[src/rtl/fetch_stall_ctrl_pkg.sv]
// Shared constants and types for the fetch/stall controller.
// The optional stall-cycle counter is enabled by defining STALL_PERF_EN.
package fetch_stall_ctrl_pkg;

  localparam logic [15:0] NOP_INSTR = 16'h0000;
  localparam logic [15:0] PC_INC    = 16'd2;

  localparam logic [1:0] STALL_NONE = 2'b00;
  localparam logic [1:0] STALL_ONE  = 2'b01;
  localparam logic [1:0] STALL_TWO  = 2'b10;

  typedef enum logic [1:0] {
    ST_RUN   = 2'b00,
    ST_STALL = 2'b01,
    ST_HALT  = 2'b10
  } state_t;

  // The cycle that sees a non-zero stall code is itself the first bubble,
  // so the timer only has to cover the bubbles that follow it.
  function automatic logic [1:0] bubbles_after_first(input logic [1:0] code);
    return (code == STALL_ONE) ? 2'd0 : 2'd1;
  endfunction

endpackage

[src/rtl/stall_timer.sv]
// 2-bit loadable down-counter that tracks the remaining stall bubbles.
module stall_timer (
  input  logic       clk,
  input  logic       rst_n,
  input  logic       load,
  input  logic [1:0] load_val,
  input  logic       dec,
  output logic [1:0] value,
  output logic       busy
);

  logic [1:0] count;

  // NOTE: state registers use non-blocking assignments so every flop samples
  // pre-edge values regardless of process evaluation order.
  always_ff @(posedge clk or negedge rst_n) begin
    if (!rst_n) begin
      count <= 2'd0;
    end else if (load) begin
      count <= load_val;
    end else if (dec && (count != 2'd0)) begin
      count <= count - 2'd1;
    end
  end

  assign value = count;
  assign busy  = (count != 2'd0);

endmodule

[src/rtl/fetch_stall_ctrl.sv]
// Fetch-stage PC / IF-ID register control with hazard stalls, branch flush and HALT.
// Define STALL_PERF_EN to add the saturating stall_cnt performance counter.
module fetch_stall_ctrl
  import fetch_stall_ctrl_pkg::*;
(
  input  logic        clk,
  input  logic        rst_n,
  input  logic [1:0]  stall_c,
  input  logic        branch_taken,
  input  logic [15:0] branch_target,
  input  logic        halt_id,
  input  logic [15:0] imem_instr,
  output logic [15:0] pc_out,
  output logic [15:0] if_id_instr,
  output logic [15:0] if_id_pc2,
  output logic        if_id_valid,
  output logic        bubble_id_ex,
  output logic        stall_busy
`ifdef STALL_PERF_EN
  ,
  output logic [15:0] stall_cnt
`endif
);

  state_t      state, state_nxt;
  logic [15:0] pc_nxt, instr_nxt, pc2_nxt;
  logic        valid_nxt;
  logic        timer_load, timer_dec;
  logic [1:0]  timer_load_val, timer_val;
  logic        timer_busy;

  stall_timer u_stall_timer (
    .clk      (clk),
    .rst_n    (rst_n),
    .load     (timer_load),
    .load_val (timer_load_val),
    .dec      (timer_dec),
    .value    (timer_val),
    .busy     (timer_busy)
  );

  assign stall_busy = timer_busy;

  // NOTE: every signal written here gets a default first, so no path through
  // the case statement can leave one unassigned and infer a latch.
  always_comb begin
    state_nxt      = state;
    pc_nxt         = pc_out;
    instr_nxt      = if_id_instr;
    pc2_nxt        = if_id_pc2;
    valid_nxt      = if_id_valid;
    timer_load     = 1'b0;
    timer_load_val = 2'd0;
    timer_dec      = 1'b0;
    bubble_id_ex   = 1'b0;

    unique case (state)
      ST_RUN: begin
        if (stall_c != STALL_NONE) begin
          // Stall beats both halt and branch; the hazard unit re-evaluates afterwards.
          bubble_id_ex   = 1'b1;
          timer_load     = 1'b1;
          timer_load_val = bubbles_after_first(stall_c);
          if (bubbles_after_first(stall_c) != 2'd0) state_nxt = ST_STALL;
        end else if (halt_id) begin
          // HALT takes priority over a simultaneous taken branch.
          state_nxt = ST_HALT;
          instr_nxt = NOP_INSTR;
          valid_nxt = 1'b0;
        end else if (branch_taken) begin
          pc_nxt    = branch_target;
          instr_nxt = NOP_INSTR;
          valid_nxt = 1'b0;
        end else begin
          pc_nxt    = pc_out + PC_INC;
          instr_nxt = imem_instr;
          pc2_nxt   = pc_out + PC_INC;
          valid_nxt = 1'b1;
        end
      end
      ST_STALL: begin
        bubble_id_ex = 1'b1;
        timer_dec    = 1'b1;
        if (timer_val <= 2'd1) state_nxt = ST_RUN;
      end
      ST_HALT: begin
        state_nxt = ST_HALT;
      end
      default: state_nxt = ST_RUN;
    endcase
  end

  always_ff @(posedge clk or negedge rst_n) begin
    if (!rst_n) begin
      state       <= ST_RUN;
      pc_out      <= 16'h0000;
      if_id_instr <= NOP_INSTR;
      if_id_pc2   <= 16'h0000;
      if_id_valid <= 1'b0;
    end else begin
      state       <= state_nxt;
      pc_out      <= pc_nxt;
      if_id_instr <= instr_nxt;
      if_id_pc2   <= pc2_nxt;
      if_id_valid <= valid_nxt;
    end
  end

`ifdef STALL_PERF_EN
  always_ff @(posedge clk or negedge rst_n) begin
    if (!rst_n) begin
      stall_cnt <= 16'h0000;
    end else if (bubble_id_ex && (stall_cnt != 16'hFFFF)) begin
      stall_cnt <= stall_cnt + 16'd1;
    end
  end
`endif

endmodule

[config.mk]
export PLATFORM = sky130hd
export DESIGN_NAME = fetch_stall_ctrl
export DESIGN_NICKNAME = d
export VERILOG_FILES = /design/src/rtl/fetch_stall_ctrl_pkg.sv /design/src/rtl/stall_timer.sv /design/src/rtl/fetch_stall_ctrl.sv
export SDC_FILE = /design/constraint.sdc
export NUM_CORES = 1
export LEC_CHECK = 0
export ABC_AREA = 0
export BUFFER_PORTS_ARGS = -buffer_cell sky130_fd_sc_hd__buf_2
export CAP_MARGIN = 40
export CORE_UTILIZATION = 27
export CTS_BUF_LIST = sky130_fd_sc_hd__clkbuf_8
export DETAILED_ROUTE_END_ITERATION = 16
export GPL_ROUTABILITY_DRIVEN = 0
export SLEW_MARGIN = 30
export SYNTH_ARGS = -nofsm -noshare
export SYNTH_HDL_FRONTEND = slang
export SYNTH_SLANG_ARGS = --single-unit
[constraint.sdc]
create_clock -name clk -period 3.1 [get_ports clk]
set_clock_uncertainty 0.1 [all_clocks]
set_input_delay 0.62 -clock clk [delete_from_list [all_inputs] [get_ports clk]]
set_output_delay 0.62 -clock clk [all_outputs]
set_load 0.02 [all_outputs]
==> results of run 1 <==
state kept, by name (all words and copies together) (netlist names):
signal	cells
if_id_instr	16
if_id_pc2	16
if_id_valid	1
pc_out	16
state	2
u_stall_timer.value	2
layout by cell type, fill, tap and decap left out, drive strengths merged, types with 3 or more instances in the layout:
cell type,netlist,routed
buf,2,94
dfrtp,53,53
nand2,38,38
o21ai,20,20
a21oi,18,18
a22o,16,16
nand3,14,14
xor2,8,8
inv,7,7
nor2,7,7
nor3,7,7
and4,6,6
o22ai,6,6
nand4,5,5
clkbuf,21,5
or3,4,4
a2bb2oi,4,4
xnor2,3,3
ha,3,3
o311ai,3,3
through the flow:
| stage | instance area, µm² | hold WS [ns] | setup slack (ns) |
|---|---|---|---|
| finish | 3160 | 0.0786 | 0.635 |
| global route | 3160 | 0.0784 | 0.533 |
| CTS | 3160 | 0.0814 | 0.636 |
| global placement | 3030 | 0.329 | 0.440 |
| floorplan | 2500 | 0.224 | 0.838 |
| detailed placement | 3030 | 0.332 | 0.421 |
worst paths after layout:
check	start	endpoint	slack (ns)	cells after the start
min in group clk	state[0]	state[1]	0.35	1
setup reg to reg	state[1]	pc_out[15]	0.63	4
hold / removal	rst_n	if_id_pc2[9]	0.08	1
hold reg to reg	state[0]	state[1]	0.35	1
max in group asynchronous	rst_n	if_id_instr[3]	2.18	2
setup / recovery	state[1]	pc_out[15]	0.63	4
layout make-up:
| class | count | area, µm² | share of cell area [%] |
|---|---|---|---|
| clock buffer | 5 | 68.8 | 2.18 |
| tap | 108 | 135 | 4.27 |
| sequential | 53 | 1330 | 41.9 |
| clock inverter | 3 | 65.1 | 2.06 |
| timing repair buffer | 94 | 485 | 15.3 |
| multi-input combinational | 175 | 1060 | 33.4 |
| inverter | 7 | 26.3 | 0.831 |
where the power goes:
part           total, mW  internal (mW)  switching [mW]
combinational       1.10          0.428           0.674
sequential          1.22          0.941           0.274
clock              0.559          0.321           0.238
logic make-up (layout without fill, tap and decap cells):
| logic type | Yosys count | count (layout) |
|---|---|---|
| AOI/OAI and AO/OA | 74 | 74 |
| xor gates and xnor gates | 11 | 11 |
| adders and majority gates | 3 | 3 |
| buffers and inverters | 30 | 109 |
| DFF | 53 | 53 |
| muxes | 2 | 2 |
| and+or+nand+nor | 85 | 85 |
worst max-delay path, stage by stage, from the launching register on:
cell,delay [ns]
dfrtp_1,0.47
or4_1,0.67
or3_1,0.61
or3_1,0.45
nand4_1,0.10
cell usage after synthesis (all sizes together):
library cell	number	share of area (%)
dfrtp	53	53
nand2	38	5.7
clkbuf	21	3.2
o21ai	20	4.0
a21oi	18	3.6
a22o	16	5.6
nand3	14	2.8
xor2	8	2.8
inv	7	1.1
nor2	7	1.1
nor3	7	1.4
and4	6	2.1
o22ai	6	1.5
nand4	5	1.3
a2bb2oi	4	1.4
or3	4	1.0
ha	3	1.5
o311ai	3	1.1
xnor2	3	1.1
buf	2	0.65
a21o	1	0.30
a221o	1	0.40
a22oi	1	0.30
a31oi	1	0.25
and2	1	0.25
mux2	1	0.45
mux2i	1	0.40
nor3b	1	0.30
o211ai	1	0.30
o2bb2ai	1	0.35
o32ai	1	0.35
or2	1	0.25
or4	1	0.30
layer usage:
| layer | GRT usage [%] | vias up | routed length, µm |
|---|---|---|---|
| met3 | 3.72 | 5 | 492 |
| met2 | 22.0 | 77 | 3010 |
| met5 | 0 | - | 0 |
| met1 | 19.4 | 1008 | 3100 |
| met4 | 2.76 | 0 | 34 |
| li1 | - | 1081 | - |
==> reports/metrics.cfg, run 1 <==
[status]
status=finished, violations left
violations=design-rule violations

[sta]
drv_slew=0
relSlewSlack_pct=60.2
setup_violations=0
tightest_slew_ns=0.597
fin_crit_ns=2.47
rsz0062_at_grt=false
finalHoldViolations=0
fin_tns_setup_ns=0
max_freq_ghz=0.406
fin_crit_sh_pct=79.5

[logic_synthesis]
netlist_instances=258
synth-simple-area-share_pct=16.4
yosysWarnings=0
syn-cell-area_um2=2500
seq_area_frac_synth_pct=53.1
synth_compound_area_share_pct=19.4
synth_top_family_by_area=compound AO/OA/AOI/OAI gates
synth_cell_types=36
synthAdderAreaFrac_pct=1.50
avgSynthCellArea_um2=9.68
synth_nets=299
synthMuxAreaShare_pct=0.851
synth_seq_cells=53
synthXorXnorAreaFrac_pct=3.86

[critical_path]
cp_max_fo=17
crit_path_start_kind=register
worstSetupPathType=reg2reg
end_kind=register
required_ns=3.25
critical_path_arrival_ns=2.61

[grt]
grt_pass1_wl_um=10700
grt-ovfl-total=0
antenna_found_initial=0
grt_pass1_vias=2113
grtUsageTotal_pct=14.0
grt_max_degree=27

[route]
first_pass_iters=11
routedWlPerCell_um=14.9
drt_wl_total_um=6630
vias=2171
drtAntennaViolNets=0
drt_iter0_markers=108
vias_per_cell=4.88
remaining_drc_errors=6

[floorplan]
die_h_um=98.2
dieArea_um2=9640
io_pins=89
initial_core_util_pct=28.2
die_width_um=98.2
core_area_um2=8850
row_count=34

[power_and_ir_drop]
finalPower_mw=2.88
vdd_drop_max_v=0.000278
cellPowerDensity_nw_per_um2=909
p_leak_nw=1.54

[placed_design]
dp.cells=437
portBuffers=88
hpwl_um=4820

[finish]
finish.utilization_pct=35.7
drive_gt1_share_pct=30.9
diodes=0
area_growth_pct=26.6
nets=377
instances_no_fill=445
nFillCells=944

[clock_network]
cts_resized=0
numCtsBuffers=5
cts_root_buf=clkbuf_8
cts_sinks=53
cts_setup_buffers=0
clk_pin_slew_worst_paths_ns=0.10
h-tree-depth=2
cts.path.max_buffers=2
cts-hold-fix-buffers=0
cts_tree=done
clk_latency_ns=0.31

[worst_hold_path]
min_path_type=in2async

[job]
cap_viol_max_count=0

(Power assumes the default switching activity.)
==> run 2: changes to the inputs <==
==> constraint.sdc (replaced) <==
create_clock -name clk -period 2.25 [get_ports clk]
set_clock_uncertainty 0.1 [all_clocks]
set_input_delay 0.45 -clock clk [delete_from_list [all_inputs] [get_ports clk]]
set_output_delay 0.45 -clock clk [all_outputs]
set_load 0.02 [all_outputs]
==> reports/metrics.cfg, run 2 (same netlist as run 1, synthesis figures left out) <==
[route]
vias_per_cell=4.95
drt_wl_total_um=6770
routedWlPerCell_um=14.8
remaining_drc_errors=0
vias=2269
drt_iter0_markers=78
drtAntennaViolNets=0
first_pass_iters=9

[placed_design]
pre_cts_ws_ns=0.0333
dp.cells=449
hpwl_um=5130
portBuffers=88

[clock_network]
cts.path.max_buffers=2
cts_setup_buffers=0
clk_latency_ns=0.31
cts_root_buf=clkbuf_8
cts_tree=done
clk_pin_slew_worst_paths_ns=0.10
numCtsBuffers=5
cts_sinks=53
cts_resized=0
h-tree-depth=2
cts-hold-fix-buffers=1

[power_and_ir_drop]
pwr-share-comb_pct=41.4
switching_share_pct=42.2
cellPowerDensity_nw_per_um2=1210
p_leak_nw=1.59
p_seq_share_pct=41.4
internal-power_mw=2.27
switching_power_mw=1.66
clkPwrFrac_pct=17.2
vdd_drop_max_v=0.000374

[grt]
grtUsageTotal_pct=14.4
grt_busiest_layer=met2
grt_max_degree=28
use_met1_pct=19.7
antenna_found_initial=0
grt.met2_usage_pct=22.8
grt_pass1_vias=2168
grt_pass1_wl_um=11100
grtUsageMet3_pct=3.65
grt-ovfl-total=0

[critical_path]
worstPathBufferInverterCount=2
cp_max_fo=9
worstSetupPathType=reg2reg
path_cells=or4_1 > buf_4 > nor2_1 > buf_4 > o21ai_0 > o2bb2ai_1
required_ns=2.36
critical_path_arrival_ns=2.20
end_kind=register
cpMaxStageDelayCell=or4_1
crit_path_start_kind=register
cp-startpoint=state[0]
max_stage_delay_ns=0.59
r2r-start=state[0]
cp_top_family=simple AND/OR/NAND/NOR gates
cpMostUsedCell=buf_4

[sta]
setup_violations=0
relSlewSlack_pct=75.3
drv_slew=0
fin_crit_ns=2.09
fin_crit_sh_pct=92.9
finalHoldViolations=0
whs_ns=0.244
tightest_slew_ns=0.365
finalWorstSetupSlack_ns=0.159
fin_tns_setup_ns=0
rsz0062_at_grt=false
max_freq_ghz=0.478

[finish]
finish.utilization_pct=36.7
multi_input_area_um2=1060
drive_gt1_share_pct=33.1
area_growth_pct=29.8
mostFrequentLayoutCell=buf_2
diodes=0
instances_no_fill=458
final_cell_mix=buf_2 (88), dfrtp_1 (53), nand2_1 (38)
reg_top3=if_id_instr: 16 flops, if_id_pc2: 16 flops, pc_out: 16 flops
nFillCells=946
register_area_um2=1330
nets=390

[worst_hold_path]
min_path_type=in2reg
holdCritStartpoint=imem_instr[14]

[floorplan]
io_pins=89
initial_core_util_pct=28.2
die_width_um=98.2
die_h_um=98.2
core_area_um2=8850
row_count=34
dieArea_um2=9640

[job]
cap_viol_max_count=0

[status]
status=complete, no violations

run 2: cell types whose count changed in the layout (fill, tap and decap cells not counted), sizes merged:
cell / before / now
dlygate4sd3: 0 / 1
buf: 94 / 106
bufinv: 2 / 1
clkinvlp: 0 / 1
run 2: final timing paths:
path | end | cells past startpoint | slack, ns
max | pc_out[9] | 6 | 0.16
min | if_id_instr[14] | 2 | 0.24
max reg2reg | pc_out[9] | 6 | 0.16
min reg2reg | state[1] | 1 | 0.36
max in group asynchronous | if_id_instr[1] | 3 | 1.02
min in group asynchronous | if_id_pc2[14] | 2 | 0.41
run 2: per-layer routing:
| layer | part of all wire [%] | vias to the layer above |
|---|---|---|
| met3 | 6.2 | 5 |
| met4 | 0.78 | 0 |
| met1 | 48 | 1083 |
| met2 | 45 | 80 |
| li1 | - | 1101 |
| met5 | 0 | - |
run 2: stage by stage:
stage	total power, mW	instance area, µm²
after CTS	3.98	3240
after floorplan	2.64	2500
after detailed placement	3.30	3120
after global routing	4.20	3240
final	3.93	3240
after global placement	3.25	3120
run 2: power groups by stage:
| stage | Clock [mW] | Combinational (mW) | Sequential [mW] |
|---|---|---|---|
| after floorplan | 0 | 0.675 | 1.97 |
| after global placement | 0 | 1.62 | 1.63 |
| after detailed placement | 0 | 1.65 | 1.65 |
| after CTS | 0.702 | 1.65 | 1.63 |
| after global routing | 0.733 | 1.78 | 1.68 |
| final | 0.677 | 1.63 | 1.63 |
run 2: area by class of cell:
cell class                 count  share of cell area [%]
multi-input combinational    175                    32.5
sequential                    53                    40.9
clock buffer                   5                    2.12
timing repair buffer         107                    18.0
clock inverter                 3                    1.43
inverter                       7                   0.810
tap                          108                    4.17
run 2: worst register-to-register path, cell delays in order, from the launching register on:
cell       delay (ns)
dfrtp_1          0.41
or4_1            0.59
buf_4            0.19
nor2_1           0.25
buf_4            0.23
o21ai_0          0.10
o2bb2ai_1        0.12
